**config.mk**
```make
export PLATFORM = sky130hd
export DESIGN_NAME = pc_fetch_flat
export DESIGN_NICKNAME = d
export VERILOG_FILES = /design/src/rtl/pc_fetch_if.sv /design/src/rtl/pc_fetch.sv /design/src/flat_wrapper.sv
export SDC_FILE = /design/constraint.sdc
export NUM_CORES = 1
export LEC_CHECK = 0
export ABC_AREA = 1
export CAP_MARGIN = 20
export CORE_MARGIN = 2
export CORE_UTILIZATION = 30
export CTS_CLUSTER_SIZE = 20
export DETAILED_ROUTE_END_ITERATION = 12
export PLACE_DENSITY_LB_ADDON = 0.08
export SLEW_MARGIN = 5
export SYNTH_ARGS = -nofsm -noshare
export SYNTH_HDL_FRONTEND = slang
export SYNTH_SLANG_ARGS = --single-unit
```
**constraint.sdc**
```tcl
create_clock -name clk -period 3.4 [get_ports clk]
set_input_delay 1.02 -clock clk [delete_from_list [all_inputs] [get_ports clk]]
set_output_delay 1.02 -clock clk [all_outputs]
set_load 0.01 [all_outputs]
```
**src/rtl/pc_fetch_if.sv**
```systemverilog
// Fetch-side bus: combinational ROM port plus the valid/ready output slot toward decode.
// The master side (pc_fetch) drives the ROM address and the slot; the slave side is ROM + decode.
interface pc_fetch_if;
  logic [31:0] rom_addr;
  logic [31:0] rom_data;
  logic        if_valid;
  logic        if_ready;
  logic [31:0] if_pc;
  logic [31:0] if_instr;

  modport master (
    output rom_addr,
    input  rom_data,
    output if_valid,
    input  if_ready,
    output if_pc,
    output if_instr
  );

  modport slave (
    input  rom_addr,
    output rom_data,
    input  if_valid,
    output if_ready,
    input  if_pc,
    input  if_instr
  );
endinterface

```
**src/rtl/pc_fetch.sv**
```systemverilog
// Instruction-fetch front end: PC register, ROM addressing, one-entry output slot,
// redirect/flush, sticky misaligned-target halt and a retired-fetch counter.
module pc_fetch #(
  parameter logic [31:0] RESET_PC = 32'h0000_0000,
  parameter int          CNT_W    = 32
) (
  input  logic             clk,
  input  logic             rst_n,
  input  logic             fetch_en,
  input  logic             redirect_valid,
  input  logic [31:0]      redirect_pc,
  pc_fetch_if.master       bus,
  output logic             misalign_err,
  output logic [31:0]      err_pc,
  output logic [CNT_W-1:0] fetch_count
);

  typedef enum logic {RUN = 1'b0, HALT = 1'b1} state_t;

  state_t           r_state;
  state_t           w_next_state;

  logic [31:0]      r_pc;
  logic             r_valid;
  logic [31:0]      r_if_pc;
  logic [31:0]      r_if_instr;
  logic             r_err;
  logic [31:0]      r_err_pc;
  logic [CNT_W-1:0] r_count;

  logic             w_xfer;
  logic             w_slot_free;
  logic             w_misalign;
  logic             w_redirect;
  logic             w_capture;
  logic             w_valid_d;
  logic [31:0]      w_pc_d;

  localparam logic [CNT_W-1:0] CNT_ONE = {{(CNT_W-1){1'b0}}, 1'b1};

  assign w_xfer      = r_valid & bus.if_ready;
  assign w_slot_free = ~r_valid | bus.if_ready;

  // State register
  always_ff @(posedge clk or negedge rst_n) begin
    if (!rst_n) r_state <= RUN;
    else        r_state <= w_next_state;
  end

  // Next-state logic: HALT is absorbing until reset
  always_comb begin
    w_next_state = r_state;
    case (r_state)
      RUN:     if (redirect_valid && (redirect_pc[1:0] != 2'b00)) w_next_state = HALT;
      HALT:    w_next_state = HALT;
      default: w_next_state = HALT;
    endcase
  end

  // Output/control decode in priority order: misaligned, redirect, capture, stall
  always_comb begin
    w_misalign = 1'b0;
    w_redirect = 1'b0;
    w_capture  = 1'b0;
    w_valid_d  = r_valid;
    w_pc_d     = r_pc;
    case (r_state)
      RUN: begin
        if (redirect_valid && (redirect_pc[1:0] != 2'b00)) begin
          w_misalign = 1'b1;
          w_valid_d  = 1'b0;
        end else if (redirect_valid) begin
          w_redirect = 1'b1;
          w_valid_d  = 1'b0;
          w_pc_d     = redirect_pc;
        end else if (fetch_en && w_slot_free) begin
          w_capture  = 1'b1;
          w_valid_d  = 1'b1;
          w_pc_d     = r_pc + 32'd4;
        end else if (w_xfer) begin
          w_valid_d  = 1'b0;
        end
      end
      default: begin
        w_valid_d  = 1'b0;
      end
    endcase
  end

  always_ff @(posedge clk or negedge rst_n) begin
    if (!rst_n) begin
      r_pc       <= RESET_PC;
      r_valid    <= 1'b0;
      r_if_pc    <= 32'h0;
      r_if_instr <= 32'h0;
      r_err      <= 1'b0;
      r_err_pc   <= 32'h0;
      r_count    <= '0;
    end else begin
      r_pc    <= w_pc_d;
      r_valid <= w_valid_d;
      if (w_capture) begin
        r_if_pc    <= r_pc;
        r_if_instr <= bus.rom_data;
      end
      if (w_misalign) begin
        r_err    <= 1'b1;
        r_err_pc <= redirect_pc;
      end
      // A handshake completing on a flush or halt edge still retires
      if (w_xfer) r_count <= r_count + CNT_ONE;
    end
  end

  assign bus.rom_addr = r_pc;
  assign bus.if_valid = r_valid;
  assign bus.if_pc    = r_if_pc;
  assign bus.if_instr = r_if_instr;
  assign misalign_err = r_err;
  assign err_pc       = r_err_pc;
  assign fetch_count  = r_count;

  a_slot_stable: assert property (@(posedge clk) disable iff (!rst_n)
    (r_valid && !bus.if_ready && !redirect_valid && r_state == RUN)
      |=> (r_valid && $stable(r_if_pc) && $stable(r_if_instr)));

  a_halt_idle: assert property (@(posedge clk) disable iff (!rst_n)
    (r_state == HALT) |-> (!r_valid && $stable(r_pc)));

endmodule

```
**src/flat_wrapper.sv**
```systemverilog
// flat-port wrapper written by rule: the top's interface ports become plain ports
module pc_fetch_flat 
#(
  parameter logic [31:0] RESET_PC = 32'h0000_0000,
  parameter int          CNT_W    = 32
)
  (clk, rst_n, fetch_en, redirect_valid, redirect_pc, misalign_err, err_pc, fetch_count, bus_rom_addr, bus_rom_data, bus_if_valid, bus_if_ready, bus_if_pc, bus_if_instr);
  pc_fetch_if bus_i ();
  input  logic clk;
  input  logic rst_n;
  input  logic fetch_en;
  input  logic redirect_valid;
  input  logic [31:0] redirect_pc;
  output logic misalign_err;
  output logic [31:0] err_pc;
  output logic [CNT_W-1:0] fetch_count;
  output wire logic [$bits(bus_i.rom_addr)-1:0] bus_rom_addr;
  input wire logic [$bits(bus_i.rom_data)-1:0] bus_rom_data;
  output wire logic [$bits(bus_i.if_valid)-1:0] bus_if_valid;
  input wire logic [$bits(bus_i.if_ready)-1:0] bus_if_ready;
  output wire logic [$bits(bus_i.if_pc)-1:0] bus_if_pc;
  output wire logic [$bits(bus_i.if_instr)-1:0] bus_if_instr;
  assign bus_rom_addr = bus_i.rom_addr;
  assign bus_i.rom_data = bus_rom_data;
  assign bus_if_valid = bus_i.if_valid;
  assign bus_i.if_ready = bus_if_ready;
  assign bus_if_pc = bus_i.if_pc;
  assign bus_if_instr = bus_i.if_instr;
  pc_fetch #(.RESET_PC(RESET_PC), .CNT_W(CNT_W)) u_core (.clk(clk), .rst_n(rst_n), .fetch_en(fetch_en), .redirect_valid(redirect_valid), .redirect_pc(redirect_pc), .bus(bus_i), .misalign_err(misalign_err), .err_pc(err_pc), .fetch_count(fetch_count));
endmodule
```
==> results of run 1 <==
[area by class of cell]
class                           count  area (sq um)
Timing Repair Buffer              241          2410
Tap cell                          330           413
Clock inverter                     15           193
Inverter                          101           379
Sequential cell                   163          4080
Clock buffer                       17           425
Multi-Input combinational cell    638          3190
Fill cell                        2557         14200
[cells by family (layout without fill, tap and decap cells)]
group / after synthesis / count (layout) / share of synthesized area [%]
compound gates: 119 / 119 / 7.83
xor+xnor: 20 / 20 / 2.26
fa+ha+maj: 2 / 2 / 0.322
buf+inv: 130 / 374 / 6.61
flops: 163 / 163 / 52.5
mux: 42 / 42 / 6.09
simple gates: 455 / 455 / 24.4
[worst min-delay path: cells and delay by family, from the launching register on]
family	cells	cell delay [ns]
simple gates	1	0.05
buf+inv	1	0.04
flops	1	0.34
[registers in the layout, indices dropped and copies added (netlist names)]
signal               cells
u_core.bus.rom_addr     32
u_core.fetch_count      32
u_core.bus.if_instr     32
u_core.bus.if_valid      1
u_core.bus.if_pc        32
u_core.r_state           1
u_core.err_pc           32
u_core.misalign_err      1
[Yosys cell counts, drive strengths merged]
master | count | share of area (%)
a21boi | 1 | 0.097
ha | 2 | 0.32
dfrtp | 163 | 53
nand3b | 4 | 0.39
nand4 | 7 | 0.64
mux2 | 42 | 6.1
and2 | 1 | 0.081
a21oi | 32 | 2.1
xnor2 | 4 | 0.45
inv | 101 | 4.9
o211ai | 1 | 0.097
clkbuf | 12 | 0.60
nor3 | 10 | 0.85
a22oi | 2 | 0.19
nand2 | 296 | 14
xor2 | 16 | 1.8
o21ai | 81 | 5.2
buf | 17 | 1.1
nand3 | 51 | 3.4
o22ai | 2 | 0.16
nor2 | 86 | 4.6
[routing by layer]
metal	global-route usage [%]	up-vias	share of wire (%)	routed length, um
li1	-	3422	-	-
met1	24.4	3132	48	11300
met2	27.8	183	46	10700
met3	3.82	20	5.4	1280
met4	5.18	0	1.4	327
met5	0	-	0	0
[metrics by stage]
step | utilization (%) | hold slack [ns] | worst slack (ns) | power (mW)
global placement | 41.3 | 0.449 | 0.376 | 2.33
detailed placement | 41.3 | 0.454 | 0.374 | 2.33
global route | 43.8 | 0.500 | 0.624 | 4.51
CTS | 43.8 | 0.473 | 0.815 | 4.42
floorplan | - | 0.485 | 1.38 | 2.11
finish | 43.8 | 0.468 | 0.865 | 4.35
[final timing paths]
path                                                          from  depth (start not counted)  slack, ns                             endpoint
worst min register to register     u_core.misalign_err$_DFFE_PN0P_                          2       0.47      u_core.misalign_err$_DFFE_PN0P_
worst max register to register  u_core.bus.rom_addr[2]$_DFFE_PN0P_                         10       1.42  u_core.bus.rom_addr[28]$_DFFE_PN0P_
worst min-delay path               u_core.misalign_err$_DFFE_PN0P_                          2       0.47      u_core.misalign_err$_DFFE_PN0P_
worst max-delay path                                  bus_if_ready                          7       0.86      u_core.bus.if_pc[4]$_DFFE_PN0P_
max in group asynchronous                                    rst_n                          2       2.11   u_core.bus.rom_addr[4]$_DFFE_PN0P_
min in group asynchronous                                    rst_n                          1       0.57   u_core.fetch_count[12]$_DFFE_PN0P_
[power by group]
part | total [mW] | internal [mW] | switching, mW | leakage, nW
clock | 2.06 | 1.18 | 0.874 | 0.308
combinational | 0.295 | 0.161 | 0.134 | 2.65
sequential | 1.99 | 1.97 | 0.0211 | 2.12
total | 4.35 | 3.32 | 1.03 | 5.07
==> results by group, run 1 <==
Job
  • Max_cap viols: 0

Placed design
  • PortBufs: 230
  • Inst Count DP: 1,473
  • DP HPWL: 17,700 um
  • Dpl cell area: 10,500 sq um
  • RD Place Congestion: 0.807

Cells and area
  • Antenna cells: 0
  • Most frequent cells in the layout: nand2_1 (293), clkdlybuf4s50_1 (228), dfrtp_1 (163), inv_1 (99), nor2_1 (77)
  • Fraction of layout cells with a size suffix above 1: 8.77%
  • Fin nets: 1,233
  • Non-Filler Instances: 1,505
  • P&R area growth vs syn: 42.8%
  • Commonest non-fill, non-tap cell in the layout: nand2_1
  • Design area: 11,100 sq um

Worst setup path
  • CP bufs+invs: 3
  • Max incr delay on CP: 0.50 ns
  • Cell Chain, Critical Path: clkdlybuf4s50_1 > inv_1 > nand2_1 > nand3_4 > buf_4 > nand2_1 > o21ai_0
  • Crit end category: flip-flop
  • CP Launch Type: input pin
  • Most frequent cell on the critical path: nand2_1
  • Setup CP Type: in -> reg
  • Delay-heaviest family, CP: buffers and inverters
  • Crit path required time: 3.68 ns
  • Slowest CP cell: clkdlybuf4s50_1
  • WP data arrival: 2.81 ns
  • Critical Path Fanout Max: 60

Global route
  • GRT Total Usage: 17.6%
  • Largest net degree at the start of global routing: 61
  • First-pass GRT wire length: 36,800 um
  • Antenna violations before repair: 0
  • Number of global-route vias before repair: 6,661
  • Grt total ovfl: 0

Clocking
  • CTS clk-pin slew, worst paths: 0.07 ns
  • Post-CTS Setup Repair Bufs: 0
  • CTS max path bufs: 2
  • # resized after CTS: 0
  • Worst skew pair latency: 0.42 ns
  • Clock Sinks: 163
  • Post-CTS Hold Buffers: 0
  • Root Driver: clkbuf_16
  • H-tree depth: 4
  • CTS Buf Count: 17
  • CTS tree: built

Drt
  • TritonRoute pass-1 iters: 5
  • Drt drc: 0
  • Vias per cell: 4.49
  • DR vias: 6,757
  • Wirelength, routed: 23,600 um
  • WL/cell: 15.7 um
  • ANT nets after route: 0
  • Iter 0 DRT Violations: 317

STA
  • Final Max Slew Viols: 0
  • Final min period: 2.54 ns
  • Final Cycle Share: 74.6%
  • Clk_skew: 0.0153 ns
  • Fmax: 394 MHz
  • RSZ-0062 raised after global routing: no
  • Final Hold Viols: 0
  • Setup violators final: 0
  • Total negative slack: 0 ns
  • Worst rel slew slack: 59.2%
  • Worst-margin pin slew: 0.612 ns

Run status
  • Status: completed

Synthesis
  • Yosys reg bits: 163
  • Seq/Total Area, Yosys: 52.5%
  • Yosys cell types: 33
  • Mapped Nets: 1,002
  • Ys Warns: 0
  • Cell count after synthesis: 931
  • Syn avg cell area: 8.34 sq um
  • Mapped cell area: 7760 sq um

Power and ir drop
  • Worst vdd ir: 0.000289 V
  • Pwr per Cell Area: 392 nW/um^2
  • Lkg Pwr: 5.07 nW

Die
  • Initial Util: 30.7%
  • Core area: 25,300 sq um
  • Die span in x: 165 um
  • IO Count: 231
  • Die height: 165 um
  • Die Area: 27,200 sq um
  • Rows: 58

Worst hold path
  • Worst hold path type: reg -> reg
No activity file was read; power rests on OpenSTA's default activity.
==> run 2, diff against run 1 <==
- clock period: 3.4 -> 2.4 ns (I/O delays scaled with it)
==> run 2 against run 1 <==
Final cell count increased by 0.47%. Via count increased by 1.2%. Sequential share of layout area decreased by 0.43 points. Critical path depth shrank 6. Total power grew 43%. Sequential power increased by 42%. First-iteration DRC count up 24%. Critical path type is now reg -> out. Largest cell class unchanged.
==> results by group, run 2 (synthesis gave the netlist of run 1 again) <==
Run status
  • Status: completed (unchanged)

Worst hold path
  • Worst hold path type: in -> async (was reg -> reg)

Drt
  • ANT nets after route: 0 (unchanged)
  • Drt drc: 0 (unchanged)
  • TritonRoute pass-1 iters: 5 (unchanged)
  • Iter 0 DRT Violations: 393 (was 317)
  • WL/cell: 16.0 um (was 15.7 um)
  • Wirelength, routed: 24,200 um (was 23,600 um)
  • DR vias: 6,835 (was 6,757)
  • Vias per cell: 4.52 (was 4.49)

STA
  • Final Hold Viols: 0 (unchanged)
  • Worst rel slew slack: 60.7% (was 59.2%)
  • RSZ-0062 raised after global routing: no (unchanged)
  • Clk_skew: 0.0116 ns (was 0.0153 ns)
  • Worst-margin pin slew: 0.589 ns (was 0.612 ns)
  • Final Max Slew Viols: 0 (unchanged)
  • Total negative slack: 0 ns (unchanged)
  • Setup violators final: 0 (unchanged)
  • Final Cycle Share: 93.2%
  • Final min period: 2.24 ns
  • Fmax: 447 MHz

Cells and area
  • Non-Filler Instances: 1,512 (was 1,505)
  • Fraction of layout cells with a size suffix above 1: 9.31% (was 8.77%)
  • Most frequent cells in the layout: nand2_1 (293), clkdlybuf4s50_1 (228), dfrtp_1 (163), inv_1 (99), nor2_1 (77) (unchanged)
  • P&R area growth vs syn: 44.4% (was 42.8%)
  • Finished Core Util: 44.3% (was 43.8%)
  • Commonest non-fill, non-tap cell in the layout: nand2_1 (unchanged)
  • Fin nets: 1,240 (was 1,233)
  • Antenna cells: 0 (unchanged)

Die
  • Die height: 165 um (unchanged)
  • IO Count: 231 (unchanged)
  • Initial Util: 30.7% (unchanged)
  • Die span in x: 165 um (unchanged)
  • Die Area: 27,200 sq um (unchanged)
  • Core area: 25,300 sq um (unchanged)
  • Rows: 58 (unchanged)

Worst setup path
  • Critical Path Fanout Max: 6 (was 60)
  • Crit path required time: 1.68 ns (was 3.68 ns)
  • CP bufs+invs: 1 (was 3)
  • WP data arrival: 1.52 ns (was 2.81 ns)
  • Max incr delay on CP: 0.63 ns (was 0.50 ns)
  • Slowest CP cell: clkdlybuf4s50_1 (unchanged)
  • Cell Chain, Critical Path: clkdlybuf4s50_1 (was clkdlybuf4s50_1 > inv_1 > nand2_1 > nand3_4 > buf_4 > nand2_1 > o21ai_0)
  • CP Launch Type: flip-flop (was input pin)
  • WP depth: 1 (was 7)
  • Crit path from: u_core.bus.rom_addr[22]$_DFFE_PN0P_ (was bus_if_ready)
  • Setup CP Type: reg -> out (was in -> reg)
  • Delay-heaviest family, CP: buffers and inverters (unchanged)
  • Crit end category: output pin (was flip-flop)
  • R2r startpoint: u_core.bus.rom_addr[2]$_DFFE_PN0P_ (unchanged)
  • Worst-case reg-to-reg path depth: 10 (unchanged)

Power and ir drop
  • Worst vdd ir: 0.000432 V (was 0.000289 V)
  • Pwr per Cell Area: 554 nW/um^2 (was 392 nW/um^2)
  • Lkg Pwr: 5.13 nW (was 5.07 nW)

Clocking
  • CTS clk-pin slew, worst paths: 0.07 ns (about the same)
  • CTS tree: built (unchanged)
  • Worst skew pair latency: 0.42 ns (about the same)
  • Root Driver: clkbuf_16 (unchanged)
  • Post-CTS Hold Buffers: 0 (unchanged)
  • CTS Buf Count: 17 (unchanged)
  • H-tree depth: 4 (unchanged)
  • Clock Sinks: 163 (unchanged)
  • Post-CTS Setup Repair Bufs: 0 (unchanged)
  • # resized after CTS: 0 (unchanged)
  • CTS max path bufs: 2 (unchanged)

Placed design
  • DP HPWL: 18,100 um (was 17,700 um)
  • PortBufs: 230 (unchanged)
  • RD Place Congestion: 0.877 (was 0.807)
  • Inst Count DP: 1,480 (was 1,473)

Global route
  • Grt total ovfl: 0 (unchanged)
  • First-pass GRT wire length: 38,100 um (was 36,800 um)
  • Largest net degree at the start of global routing: 61 (unchanged)
  • GRT Total Usage: 18.2% (was 17.6%)
  • Number of global-route vias before repair: 6,832 (was 6,661)
  • Antenna violations before repair: 0 (unchanged)

Job
  • Max_cap viols: 0 (unchanged)
-- run 2: through the flow --
step           total power, mW  cell area, sq um  worst slack [ns]  hold WS, ns
6_report                  6.21             11200             0.162        0.244
5_1_grt                   6.47             11200             0.121        0.261
4_1_cts                   6.31             11200             0.164        0.249
3_5_place_dp              3.31             10600            0.0449        0.449
3_3_place_gp              3.31             10600             0.113        0.448
2_1_floorplan             2.98              7760             0.684        0.424
-- run 2: area by class of cell --
class	count	area, sq um
inverter	101	379
sequential	163	4080
multi-input combinational	638	3190
timing repair buffer	248	2520
clock buffer	20	467
tap	330	413
fill	2561	14100
clock inverter	12	166
-- run 2: worst paths after layout --
kind / endpoint / slack (ns)
max in group asynchronous: u_core.bus.if_valid$_DFFE_PN0P_ / 1.50
min in group clk: u_core.misalign_err$_DFFE_PN0P_ / 0.46
min: u_core.fetch_count[9]$_DFFE_PN0P_ / 0.24
min reg2reg: u_core.misalign_err$_DFFE_PN0P_ / 0.46
max: bus_rom_addr[22] / 0.16
max reg2reg: u_core.bus.rom_addr[28]$_DFFE_PN0P_ / 0.49
-- run 2: routing by layer --
layer  global-route usage (%)  vias to the layer above  wire (um)
met3                     3.92                       19       1220
met5                        0                        -          0
met2                     29.5                      194      11200
met4                     4.19                        0        284
met1                     24.8                     3182      11500
li1                         -                     3440          -
-- run 2: power breakdown --
part / switching [mW] / internal [mW]
clock: 1.22 / 1.74
combinational: 0.193 / 0.232
sequential: 0.0287 / 2.79
==> run 3, diff against run 2 <==
- CORE_UTILIZATION: 30 -> 48
==> run 3 against run 2 <==
First-iteration DRC count increased by 17%. Global-route usage increased by 7.6 points. Cell area decreased by 1.1%. Highest routed layer unchanged.
==> results by group, run 3 (synthesis gave the netlist of run 1 again) <==
Run status
  • Status: completed (unchanged)

Worst setup path
  • CP Launch Type: flip-flop (unchanged)
  • Max incr delay on CP: 0.61 ns (was 0.63 ns)
  • Crit path required time: 1.68 ns (about the same)
  • Cell Chain, Critical Path: clkdlybuf4s50_1 (unchanged)
  • Delay-heaviest family, CP: buffers and inverters (unchanged)
  • CP bufs+invs: 1 (unchanged)
  • Slowest CP cell: clkdlybuf4s50_1 (unchanged)
  • Setup CP Type: reg -> out (unchanged)
  • Crit end category: output pin (unchanged)
  • Critical Path Fanout Max: 6 (unchanged)
  • WP data arrival: 1.48 ns (was 1.52 ns)

Cells and area
  • Finished Core Util: 70.0% (was 44.3%)
  • P&R area growth vs syn: 42.8% (was 44.4%)
  • Antenna cells: 0 (unchanged)
  • Fin nets: 1,245 (was 1,240)
  • Commonest non-fill, non-tap cell in the layout: nand2_1 (unchanged)
  • Most frequent cells in the layout: nand2_1 (293), clkdlybuf4s50_1 (229), dfrtp_1 (163), inv_1 (99), nor2_1 (77) (was nand2_1 (293), clkdlybuf4s50_1 (228), dfrtp_1 (163), inv_1 (99), nor2_1 (77))
  • Fraction of layout cells with a size suffix above 1: 9.60% (was 9.31%)
  • Design area: 11,100 sq um (was 11,200 sq um)

Die
  • Core area: 15,800 sq um (was 25,300 sq um)
  • IO Count: 231 (unchanged)
  • Die Area: 17,200 sq um (was 27,200 sq um)
  • Initial Util: 49.1% (was 30.7%)
  • Rows: 46 (was 58)
  • Die height: 131 um (was 165 um)
  • Die span in x: 131 um (was 165 um)

Clocking
  • Clock Sinks: 163 (unchanged)
  • Root Driver: clkbuf_16 (unchanged)
  • # resized after CTS: 0 (unchanged)
  • CTS clk-pin slew, worst paths: 0.07 ns (about the same)
  • Post-CTS Setup Repair Bufs: 0 (unchanged)
  • Worst skew pair latency: 0.42 ns (about the same)
  • Post-CTS Hold Buffers: 0 (unchanged)
  • CTS Buf Count: 17 (unchanged)
  • H-tree depth: 4 (unchanged)
  • CTS tree: built (unchanged)
  • CTS max path bufs: 2 (unchanged)

Power and ir drop
  • Worst vdd ir: 0.000492 V (was 0.000432 V)
  • Pwr per Cell Area: 538 nW/um^2 (was 554 nW/um^2)
  • Lkg Pwr: 5.15 nW (was 5.13 nW)

STA
  • Final Max Slew Viols: 0 (unchanged)
  • Final Cycle Share: 91.6% (was 93.2%)
  • Worst-margin pin slew: 0.447 ns (was 0.589 ns)
  • Clk_skew: 0.0111 ns (was 0.0116 ns)
  • RSZ-0062 raised after global routing: no (unchanged)
  • Total negative slack: 0 ns (unchanged)
  • Fmax: 455 MHz (was 447 MHz)
  • Setup violators final: 0 (unchanged)
  • Final Hold Viols: 0 (unchanged)
  • Worst rel slew slack: 70.2% (was 60.7%)
  • Final min period: 2.20 ns (was 2.24 ns)

Drt
  • DR vias: 7,023 (was 6,835)
  • WL/cell: 15.6 um (was 16.0 um)
  • Wirelength, routed: 21,800 um (was 24,200 um)
  • Iter 0 DRT Violations: 458 (was 393)
  • TritonRoute pass-1 iters: 5 (unchanged)
  • Drt drc: 0 (unchanged)
  • Vias per cell: 5.01 (was 4.52)
  • ANT nets after route: 0 (unchanged)

Global route
  • Grt total ovfl: 0 (unchanged)
  • First-pass GRT wire length: 35,500 um (was 38,100 um)
  • Number of global-route vias before repair: 6,758 (was 6,832)
  • Largest net degree at the start of global routing: 61 (unchanged)
  • GRT Total Usage: 25.8% (was 18.2%)
  • Antenna violations before repair: 0 (unchanged)

Job
  • Max_cap viols: 0 (unchanged)

Worst hold path
  • Worst hold path type: in -> async (unchanged)

Placed design
  • Dpl cell area: 10,500 sq um (was 10,600 sq um)
  • RD Place Congestion: 0.916 (was 0.877)
  • PortBufs: 230 (unchanged)
  • DP HPWL: 16,300 um (was 18,100 um)
-- run 3: changes by cell type in the layout (fill, tap and decap cells not counted), sizes merged --
cell           previous run  this run
bufinv                    3         2
clkinv                    3         8
inv                     105       104
buf                      20        24
clkinvlp                  2         1
clkdlybuf4s50           228       229
clkbuf                   20        18
-- run 3: where the power goes --
| group | switching (mW) | internal, mW | total (mW) |
|---|---|---|---|
| clock | 1.15 | 1.57 | 2.72 |
| combinational | 0.190 | 0.232 | 0.421 |
| sequential | 0.0269 | 2.80 | 2.82 |
| total | 1.37 | 4.60 | 5.97 |
-- run 3: final cells by class --
type	count	area [sq um]
Multi-Input combinational cell	638	3190
Fill cell	1271	4740
Inverter	101	379
Clock inverter	14	153
Tap cell	216	270
Clock buffer	18	439
Timing Repair Buffer	253	2580
Sequential cell	163	4080
-- run 3: path summary, 6_finish.rpt --
path,start,endpoint,slack (ns),cells after the start
worst max register to register,u_core.bus.rom_addr[3]$_DFFE_PN0P_,u_core.bus.rom_addr[28]$_DFFE_PN0P_,0.53,10
worst min register to register,u_core.misalign_err$_DFFE_PN0P_,u_core.misalign_err$_DFFE_PN0P_,0.48,2
worst max-delay path,u_core.bus.rom_addr[29]$_DFFE_PN0P_,bus_rom_addr[29],0.20,1
worst min-delay path,rst_n,u_core.fetch_count[12]$_DFFE_PN0P_,0.22,1
max in group asynchronous,rst_n,u_core.bus.if_pc[30]$_DFFE_PN0P_,1.57,2
min in group clk,u_core.misalign_err$_DFFE_PN0P_,u_core.misalign_err$_DFFE_PN0P_,0.48,2
-- run 3: through the flow --
stage | cells | power (mW) | worst slack [ns] | hold slack [ns]
global placement | 1371 | 3.29 | 0.163 | 0.448
finish | 1403 | 5.97 | 0.201 | 0.217
floorplan | 931 | 2.98 | 0.684 | 0.424
detailed placement | 1371 | 3.30 | 0.132 | 0.465
CTS | 1403 | 6.01 | 0.190 | 0.228
global route | 1403 | 6.18 | 0.150 | 0.235
-- run 3: routing by layer --
metal | share of wire [%] | GRT usage (%) | up-vias
li1 | - | - | 3445
met1 | 44 | 34.0 | 3277
met2 | 47 | 42.3 | 258
met3 | 6.0 | 4.98 | 43
met4 | 3.1 | 10.0 | 0
met5 | 0 | 0 | -
